File: src/rtl/fwd_hazard_ctrl.sv
// EX-stage operand forwarding selects and load-use stall generation,
// driven by a private shadow of the EX/MEM/WB destination information.
module fwd_hazard_ctrl #(
  parameter int unsigned REG_ADDR_W = 5,
  parameter int unsigned CNT_W      = 16
) (
  input  logic                  clk,
  input  logic                  rst_n,
  input  logic                  id_valid,
  input  logic [REG_ADDR_W-1:0] id_rs,
  input  logic [REG_ADDR_W-1:0] id_rt,
  input  logic                  id_uses_rs,
  input  logic                  id_uses_rt,
  input  logic [REG_ADDR_W-1:0] id_rd,
  input  logic                  id_reg_write,
  input  logic                  id_mem_read,
  input  logic                  flush,
  output logic [1:0]            fwd_a_sel,
  output logic [1:0]            fwd_b_sel,
  output logic                  stall,
  output logic [CNT_W-1:0]      stall_count
);

  typedef struct packed {
    logic                  valid;
    logic [REG_ADDR_W-1:0] rs;
    logic [REG_ADDR_W-1:0] rt;
    logic                  uses_rs;
    logic                  uses_rt;
    logic [REG_ADDR_W-1:0] rd;
    logic                  reg_write;
    logic                  mem_read;
  } ex_stage_t;

  // MEM and WB only ever act as producers, so only producer fields are kept.
  typedef struct packed {
    logic                  valid;
    logic [REG_ADDR_W-1:0] rd;
    logic                  reg_write;
  } dst_stage_t;

  ex_stage_t  ex_q, ex_d;
  dst_stage_t mem_q, wb_q;

  function automatic logic produces(input dst_stage_t s, input logic [REG_ADDR_W-1:0] r);
    return s.valid && s.reg_write && (s.rd == r) && (r != '0);
  endfunction

  function automatic logic [1:0] sel_for(input ex_stage_t ex, input dst_stage_t mem,
                                         input dst_stage_t wb, input logic [REG_ADDR_W-1:0] src,
                                         input logic uses);
    if (!ex.valid || !uses) return 2'd0;
    if (produces(mem, src)) return 2'd1;
    if (produces(wb, src))  return 2'd2;
    return 2'd0;
  endfunction

  always_comb begin
    stall = id_valid && !flush && ex_q.valid && ex_q.mem_read && (ex_q.rd != '0) &&
            ((id_uses_rs && (id_rs == ex_q.rd)) || (id_uses_rt && (id_rt == ex_q.rd)));
    fwd_a_sel = sel_for(ex_q, mem_q, wb_q, ex_q.rs, ex_q.uses_rs);
    fwd_b_sel = sel_for(ex_q, mem_q, wb_q, ex_q.rt, ex_q.uses_rt);
  end

  always_comb begin
    ex_d.valid     = id_valid;
    ex_d.rs        = id_rs;
    ex_d.rt        = id_rt;
    ex_d.uses_rs   = id_uses_rs;
    ex_d.uses_rt   = id_uses_rt;
    ex_d.rd        = id_rd;
    ex_d.reg_write = id_reg_write;
    ex_d.mem_read  = id_mem_read;
    if (stall || flush) begin
      ex_d.valid     = 1'b0;
      ex_d.reg_write = 1'b0;
      ex_d.mem_read  = 1'b0;
    end
  end

  always_ff @(posedge clk or negedge rst_n) begin
    if (!rst_n) begin
      ex_q        <= '0;
      mem_q       <= '0;
      wb_q        <= '0;
      stall_count <= '0;
    end else begin
      ex_q  <= ex_d;
      mem_q <= '{valid: ex_q.valid, rd: ex_q.rd, reg_write: ex_q.reg_write};
      wb_q  <= mem_q;
      if (stall && (stall_count != '1))
        stall_count <= stall_count + CNT_W'(1);
    end
  end

endmodule
File: config.mk
export PLATFORM = sky130hd
export DESIGN_NAME = fwd_hazard_ctrl
export DESIGN_NICKNAME = d
export VERILOG_FILES = /design/src/rtl/fwd_hazard_ctrl.sv
export SDC_FILE = /design/constraint.sdc
export NUM_CORES = 1
export LEC_CHECK = 0
export ABC_AREA = 0
export CAP_MARGIN = 30
export CORE_MARGIN = 1
export CORE_UTILIZATION = 40
export DETAILED_ROUTE_END_ITERATION = 7
export PLACE_DENSITY = 0.77
export SLEW_MARGIN = 5
export SYNTH_ARGS = -nofsm -noshare
export SYNTH_HDL_FRONTEND = slang
export SYNTH_SLANG_ARGS = --single-unit
File: constraint.sdc
create_clock -name clk -period 2.3 [get_ports clk]
set_input_delay 0.46 -clock clk [delete_from_list [all_inputs] [get_ports clk]]
set_output_delay 0.46 -clock clk [all_outputs]
set_load 0.01 [all_outputs]
==> impl_results.md, run 1 <==
* #FFs+latches synth at 50
* CTS tree: done
* Final antenna-violating net count at 0
* Boundary Pins at 44
* Critical path required time at 1840 ps
* Reg area at 1250 um2
* Worst Hold Class: primary input to asynchronous set/reset pin
* RSZ-0062 raised after global routing: true
* Startpoint types: flop
* Total gr overflow at 0
* Num CTS Buffers at 5
* Clock Sinks at 50
* Fill cells at 441
* Setup crit end kind: primary output
* Tot Pwr at 0.00171 W
* Sequential share of the synthesized area at 58.4%
* Syn_nets at 195
* Antenna violations before repair at 0
* Worst-path fanout max at 2
* Die Ht at 75.2 um
* Arr. time, crit path at 1860 ps
* Fin crit period at 2320 ps
* # Max-Cap Violations at 0
* Die X at 75.2 um
* DP Wirelength at 3.47 mm
* Die area at 5660 um2
* Count of final hold-check violations at 0
* Starting density of the core at 41.7%
* GPL Wtd Cong at 0.827
* Post-synth top area cell: dfrtp_1
* CTS clk-pin slew, worst paths at 90 ps
* Vias in the first global route at 1,650
* Post-Syn Area at 2140 um2
* Area occupied by multi-input gates at 931 um2
* Worst slew pin tran at 528 ps
* Ratio of cells with drive above 1 in the final layout at 22.5%
* First-pass GRT wire length at 7.78 mm
* Max VDD drop at 0.000434 V
* Fmax at 430 MHz
* Post-DR wirelength/cell at 14.9 um
* Max Slew Vio Count at 0
* Buffers and inverters on the worst path at 1
* PortBufs at 43
* CTS Hold Bufs at 0
* Slew HR at 64.8%
* Area contributors post-synth: dfrtp_1, xnor2_1, xor2_1, nand4_1, nand4b_1
* DRT Pass-1 Iters at 4
* Mapped Cells at 171
* Post-synthesis area per instance at 12.5 um2
* Synthesis-to-layout area growth at 40.6%
* Drt via density at 4.97
* Crit path max-delay cell type: or4_4
* Max Buffers Root-to-Sink at 2
* Synth unique cells at 31
* Critical path, cell by cell: or4_4 > nor2_4 > nor3_2 > nor4_1 > buf_2
* Yosys warns at 0
* Critical Path Max Stage Delay at 560 ps
* Run status: complete, but fails checks
* Clk root buf: clkbuf_8
* CORE AREA at 5140 um2
* Row count at 26
* Largest net degree at the start of global routing at 30
* Crit path max-delay family: simple AND/OR/NAND/NOR gates
* Setup CP Type: flop to primary output
* Number of remaining DRC errors at 0
* Via count at 1,586
* Pwr Density at 566 nW/um2
* Setup ws final at -23.8 ps
* Area share of the largest cell type after synthesis at 58.4%
* Initial DRC Count at 80
* Worst-Skew Late Latency at 300 ps
* Routed WL at 4.76 mm
* Final Cycle Share at 101%
* H-tree level count at 2
* Final Skew at 10.5 ps
* # diodes at 0
* Layout Nets at 272
* Overall Global Routing Usage at 19.2%
* Hold Worst Slack at 129 ps
* Failing checks: setup timing
* Leakage at 1.31 nW
* Setup violators final at 3
==> cell families (layout without fill, tap and decap cells) <==
kind of cell,Yosys count,in the layout,share of synthesized area (%)
compound gates,4,4,1.46
buf+inv,5,83,0.934
xor+xnor,43,43,17.6
flops,50,50,58.4
mux,1,1,0.525
simple gates,67,67,20.5
fa+ha+maj,1,1,0.584
==> timing repair <==
item	4_1_cts	5_1_grt
pin swaps	10	9
hold endpoints to repair	0	0
gates resized for setup	34	6
setup buffers	3	4
endpoints found under the setup margin	5	5
==> worst register-to-register path: stages, from the launching register on <==
cell and delay [ps]:
dfrtp_1 420, xor2_1 160, nor4_2 310, a32oi_2 180, buf_4 210, or4b_1 550
xnor2_1 140
==> final timing paths <==
check / slack [ps] / to / depth (start not counted) / startpoint
max: -20 / fwd_b_sel[1] / 5 / ex_q[10]$_DFF_PN0_
min: 130 / stall_count[9]$_DFFE_PN0P_ / 1 / rst_n
max reg2reg: 240 / stall_count[6]$_DFFE_PN0P_ / 6 / ex_q[5]$_DFF_PN0_
min reg2reg: 360 / mem_q[0]$_DFF_PN0_ / 0 / ex_q[1]$_DFF_PN0_
max in group asynchronous: 1640 / ex_q[3]$_DFF_PN0_ / 2 / rst_n
min in group clk: 310 / ex_q[17]$_DFF_PN0_ / 1 / id_rs[3]
==> synthesized netlist by cell type <==
library cell  instances
mux2_2                1
a21oi_1               1
and2_0                3
dfrtp_1              50
a221oi_1              1
nor3b_1               5
and2b_1               1
inv_1                 3
nand4b_1              7
or4b_1                1
and4_1                1
xnor2_1              27
nand4_1              12
nor2_1                6
a32oi_1               1
and3_1                5
nand3_1               6
nor3_1                8
nor4_2                1
ha_1                  1
and4b_1               1
buf_2                 1
or2_2                 1
nor4_1                3
xor2_1               16
and4bb_2              2
o221ai_1              1
clkbuf_1              1
or3_1                 1
or4_1                 2
nand2_1               1
==> layer usage <==
layer / part of all wire, % / GRT usage (%) / routed length [um] / up-vias
met1: 43 / 24.5 / 2050 / 780
met3: 3.7 / 4.28 / 175 / 6
met4: 1.2 / 5.76 / 55 / 0
met2: 52 / 32.9 / 2480 / 37
met5: 0 / 0 / 0 / -
li1: - / - / - / 763
==> layout make-up <==
type | instances | area share [%]
flip-flops and latches | 50 | 41.5
multi-input cells | 116 | 30.9
repair buffers | 72 | 20.7
well taps | 70 | 2.91
clock buffers | 6 | 2.41
clock inverters | 2 | 1.25
inverters | 3 | 0.374
==> stage by stage <==
step           std cells  instance area, um2  setup TNS, ps  setup slack [ps]  util, %
2_1_floorplan        171                2140              0               308        -
3_3_place_gp         304                2830          -1290              -452     55.0
3_5_place_dp         304                2830          -1440              -470     55.0
4_1_cts              315                2960          -79.9             -74.8     57.6
5_1_grt              319                3010           -309              -124     58.6
6_report             319                3010          -56.5             -23.8     58.6
==> state kept, by name (all words and copies together), names as in the netlist <==
name         cells
ex_q            20
stall_count     16
wb_q             7
mem_q            7
==> report_power, final <==
part           total, W  internal, W  leakage, nW  switching [W]
sequential     0.000936     0.000909        0.628      0.0000266
clock          0.000604     0.000324       0.0514       0.000279
combinational  0.000165    0.0000936        0.633      0.0000718
total           0.00171      0.00133         1.31       0.000378
==> placed cells by master (no fill, tap or decap), drive strengths merged, types with 2 or more instances in the layout <==
cell / Yosys / layout
and2: 3 / 3
nor4: 4 / 4
dlygate4sd2: 0 / 8
nor2: 6 / 6
clkdlybuf4s50: 0 / 28
or4: 2 / 2
nor3b: 5 / 5
nand4: 12 / 12
inv: 3 / 3
dfrtp: 50 / 50
nor3: 8 / 8
buf: 1 / 34
clkbuf: 1 / 7
xnor2: 27 / 27
and4bb: 2 / 2
and3: 5 / 5
nand3: 6 / 6
nand4b: 7 / 7
xor2: 16 / 16
No activity file was read; power rests on OpenSTA's default activity.
==> run 2: changes to the inputs <==
--- a/config.mk
+++ b/config.mk
@@ -11,6 +11,8 @@
 export CORE_UTILIZATION = 40
 export DETAILED_ROUTE_END_ITERATION = 7
 export PLACE_DENSITY = 0.77
+export SETUP_SLACK_MARGIN = 0.1
+export SKIP_CTS_REPAIR_TIMING = 1
 export SLEW_MARGIN = 5
 export SYNTH_ARGS = -nofsm -noshare
 export SYNTH_HDL_FRONTEND = slang
==> constraint.sdc (replaced) <==
create_clock -name clk -period 2.7 [get_ports clk]
set_input_delay 0.54 -clock clk [delete_from_list [all_inputs] [get_ports clk]]
set_output_delay 0.54 -clock clk [all_outputs]
set_load 0.01 [all_outputs]
==> run 2 against run 1 <==
Net effect: the flow now finishes without violations; sequential cell count did not move; largest power group unchanged; clock-buffer cell count unchanged; setup slack improved by 160 ps; via count is 3.2% lower; clock power up 4.6%; sequential share of layout area increased by 1.1 points; die area unchanged; clock skew shrank 4.6 ps; cell count fell by 4.7%; critical path type is now primary input to primary output; utilization shrank 1.6 points; critical path depth grew 1.
==> impl_results.md, run 2 (synthesized netlist as in run 1, its figures left out) <==
* Run status: finished clean
* Routed met3 length at 224 um (+28%)
* Max Buffers Root-to-Sink at 2 (unchanged)
* Die X at 75.2 um (unchanged)
* Setup violators final at 0 (-3)
* Slew HR at 73.5% (+8.7 points)
* Max VDD drop at 0.000322 V (-26%)
* Max Slew Vio Count at 0 (unchanged)
* PortBufs at 43 (unchanged)
* H-tree level count at 2 (unchanged)
* Met2 wire len at 2.32 mm (-6.6%)
* Max layer used: met4
* CTS clk-pin slew, worst paths at 90 ps (about the same)
* Total gr overflow at 0 (unchanged)
* Fin util at 57.1% (-1.6 points)
* GPL Wtd Cong at 0.826 (about the same)
* DRT Pass-1 Iters at 4 (unchanged)
* R2R cell count at 6 (unchanged)
* Final Skew at 5.92 ps (-4.59 ps)
* Placed cell count at 288 (-5.3%)
* # Max-Cap Violations at 0 (unchanged)
* DP Wirelength at 3.22 mm (-7.3%)
* Top flop regs: ex_q: 20 flops, stall_count: 16 flops
* Routed WL at 4.55 mm (-4.5%)
* Layout Nets at 257 (-5.5%)
* Boundary Pins at 44 (unchanged)
* RSZ-0062 raised after global routing: true
* Critical path required time at 2160 ps (+320 ps)
* Antenna violations before repair at 0 (unchanged)
* Synthesis-to-layout area growth at 36.9%
* Buffers and inverters on the worst path at 2 (+1)
* Clk root buf: clkbuf_8
* Critical Path Max Stage Delay at 450 ps (-110 ps)
* Die area at 5660 um2 (unchanged)
* CTS tree: done
* Post-DR wirelength/cell at 15.0 um (+0.20%)
* Count of final hold-check violations at 0 (unchanged)
* Critical path, cell by cell: clkdlybuf4s50_1 > xor2_1 > nor4_2 > a32oi_1 > and2b_1 > dlymetal6s2s_1
* Max FFs per register at 20 (unchanged)
* CORE AREA at 5140 um2 (unchanged)
* Fmax at 391 MHz
* Starting density of the core at 41.7% (unchanged)
* Ratio of cells with drive above 1 in the final layout at 13.7% (-8.8 points)
* Non-Filler Instances at 304 (-4.7%)
* R2R Path Start: ex_q[5]$_DFF_PN0_
* Critical Path Start: id_rs[3]
* Largest net degree at the start of global routing at 45 (+50%)
* Worst-Skew Late Latency at 300 ps (about the same)
* Setup crit end kind: primary output
* Die Ht at 75.2 um (unchanged)
* Worst-path fanout max at 2 (unchanged)
* Fin crit period at 2560 ps
* First-pass GRT wire length at 7.28 mm (-6.5%)
* Pwr Density at 531 nW/um2 (-6.2%)
* Most frequent cells in the layout: dfrtp_1, clkdlybuf4s50_1, xnor2_1
* Clock Sinks at 50 (unchanged)
* Crit path max-delay cell type: clkdlybuf4s50_1
* Via count at 1,536 (-3.2%)
* Worst Hold Class: primary input to asynchronous set/reset pin
* Final antenna-violating net count at 0 (unchanged)
* Setup CP Type: primary input to primary output
* Worst slew pin tran at 395 ps (-132 ps)
* Biggest register: ex_q
* Final Cycle Share at 94.8%
* Startpoint types: primary input
* Leakage at 1.31 nW (about the same)
* Num CTS Buffers at 5 (unchanged)
* Most common cell after layout, fill and taps aside: dfrtp_1
* Number of remaining DRC errors at 0 (unchanged)
* Vias in the first global route at 1,538 (-6.8%)
* Initial DRC Count at 86 (+7.5%)
* # diodes at 0 (unchanged)
* Routed metal-1 wire length at 1.94 mm (-5.1%)
* Crit path max-delay family: buffers and inverters
* Overall Global Routing Usage at 17.6% (-1.6 points)
* Drt via density at 5.05 (+1.6%)
* Arr. time, crit path at 2020 ps (+160 ps)
* Row count at 26 (unchanged)
* Critical path depth at 6 (+1)
==> run 2: cell count changes in the layout (fill, tap and decap cells not counted), sizes merged <==
cell and delta:
bufinv +1, dlymetal6s2s +4, buf -19, clkdlybuf4s50 +9
dlygate4sd2 -8, clkinvlp -1, clkbuf -1
==> run 2: power by group <==
group          internal, W  total [W]  switching (W)
Combinational    0.0000725   0.000124      0.0000514
Sequential        0.000775   0.000801      0.0000265
Clock             0.000395   0.000632       0.000237
Total              0.00124    0.00156       0.000315
==> run 2: worst paths after layout <==
path / endpoint / slack [ps]
worst max-delay path: stall / 140
worst min-delay path: stall_count[8]$_DFFE_PN0P_ / 70
worst max register to register: stall_count[1]$_DFFE_PN0P_ / 630
worst min register to register: mem_q[0]$_DFF_PN0_ / 360
max in group asynchronous: ex_q[17]$_DFF_PN0_ / 2160
min in group clk: mem_q[0]$_DFF_PN0_ / 360
==> run 2: layout make-up <==
| type | instances | area, um2 |
|---|---|---|
| repair buffers | 57 | 556 |
| flip-flops and latches | 50 | 1250 |
| inverters | 3 | 11.3 |
| clock buffers | 6 | 82.6 |
| well taps | 70 | 87.6 |
| multi-input cells | 116 | 886 |
| clock inverters | 2 | 60.1 |
| fillers | 452 | 2210 |
==> run 2: layer usage <==
| layer | vias up | GRT usage (%) |
|---|---|---|
| met5 | - | 0 |
| met4 | 0 | 6.17 |
| met3 | 7 | 4.28 |
| met2 | 45 | 29.7 |
| met1 | 747 | 22.4 |
| li1 | 737 | - |
==> run 2: through the flow <==
stage | hold WS, ps | instance area (um2) | setup TNS, ps | setup WS [ps] | power (W)
2_1_floorplan | 244 | 2140 | 0 | 628 | 0.000857
3_3_place_gp | 334 | 2710 | -205 | -205 | 0.000927
3_5_place_dp | 345 | 2710 | -253 | -253 | 0.000930
4_1_cts | 59.8 | 2850 | -674 | -259 | 0.00157
5_1_grt | 66.1 | 2930 | 0 | 37.0 | 0.00162
6_report | 68.0 | 2930 | 0 | 140 | 0.00156
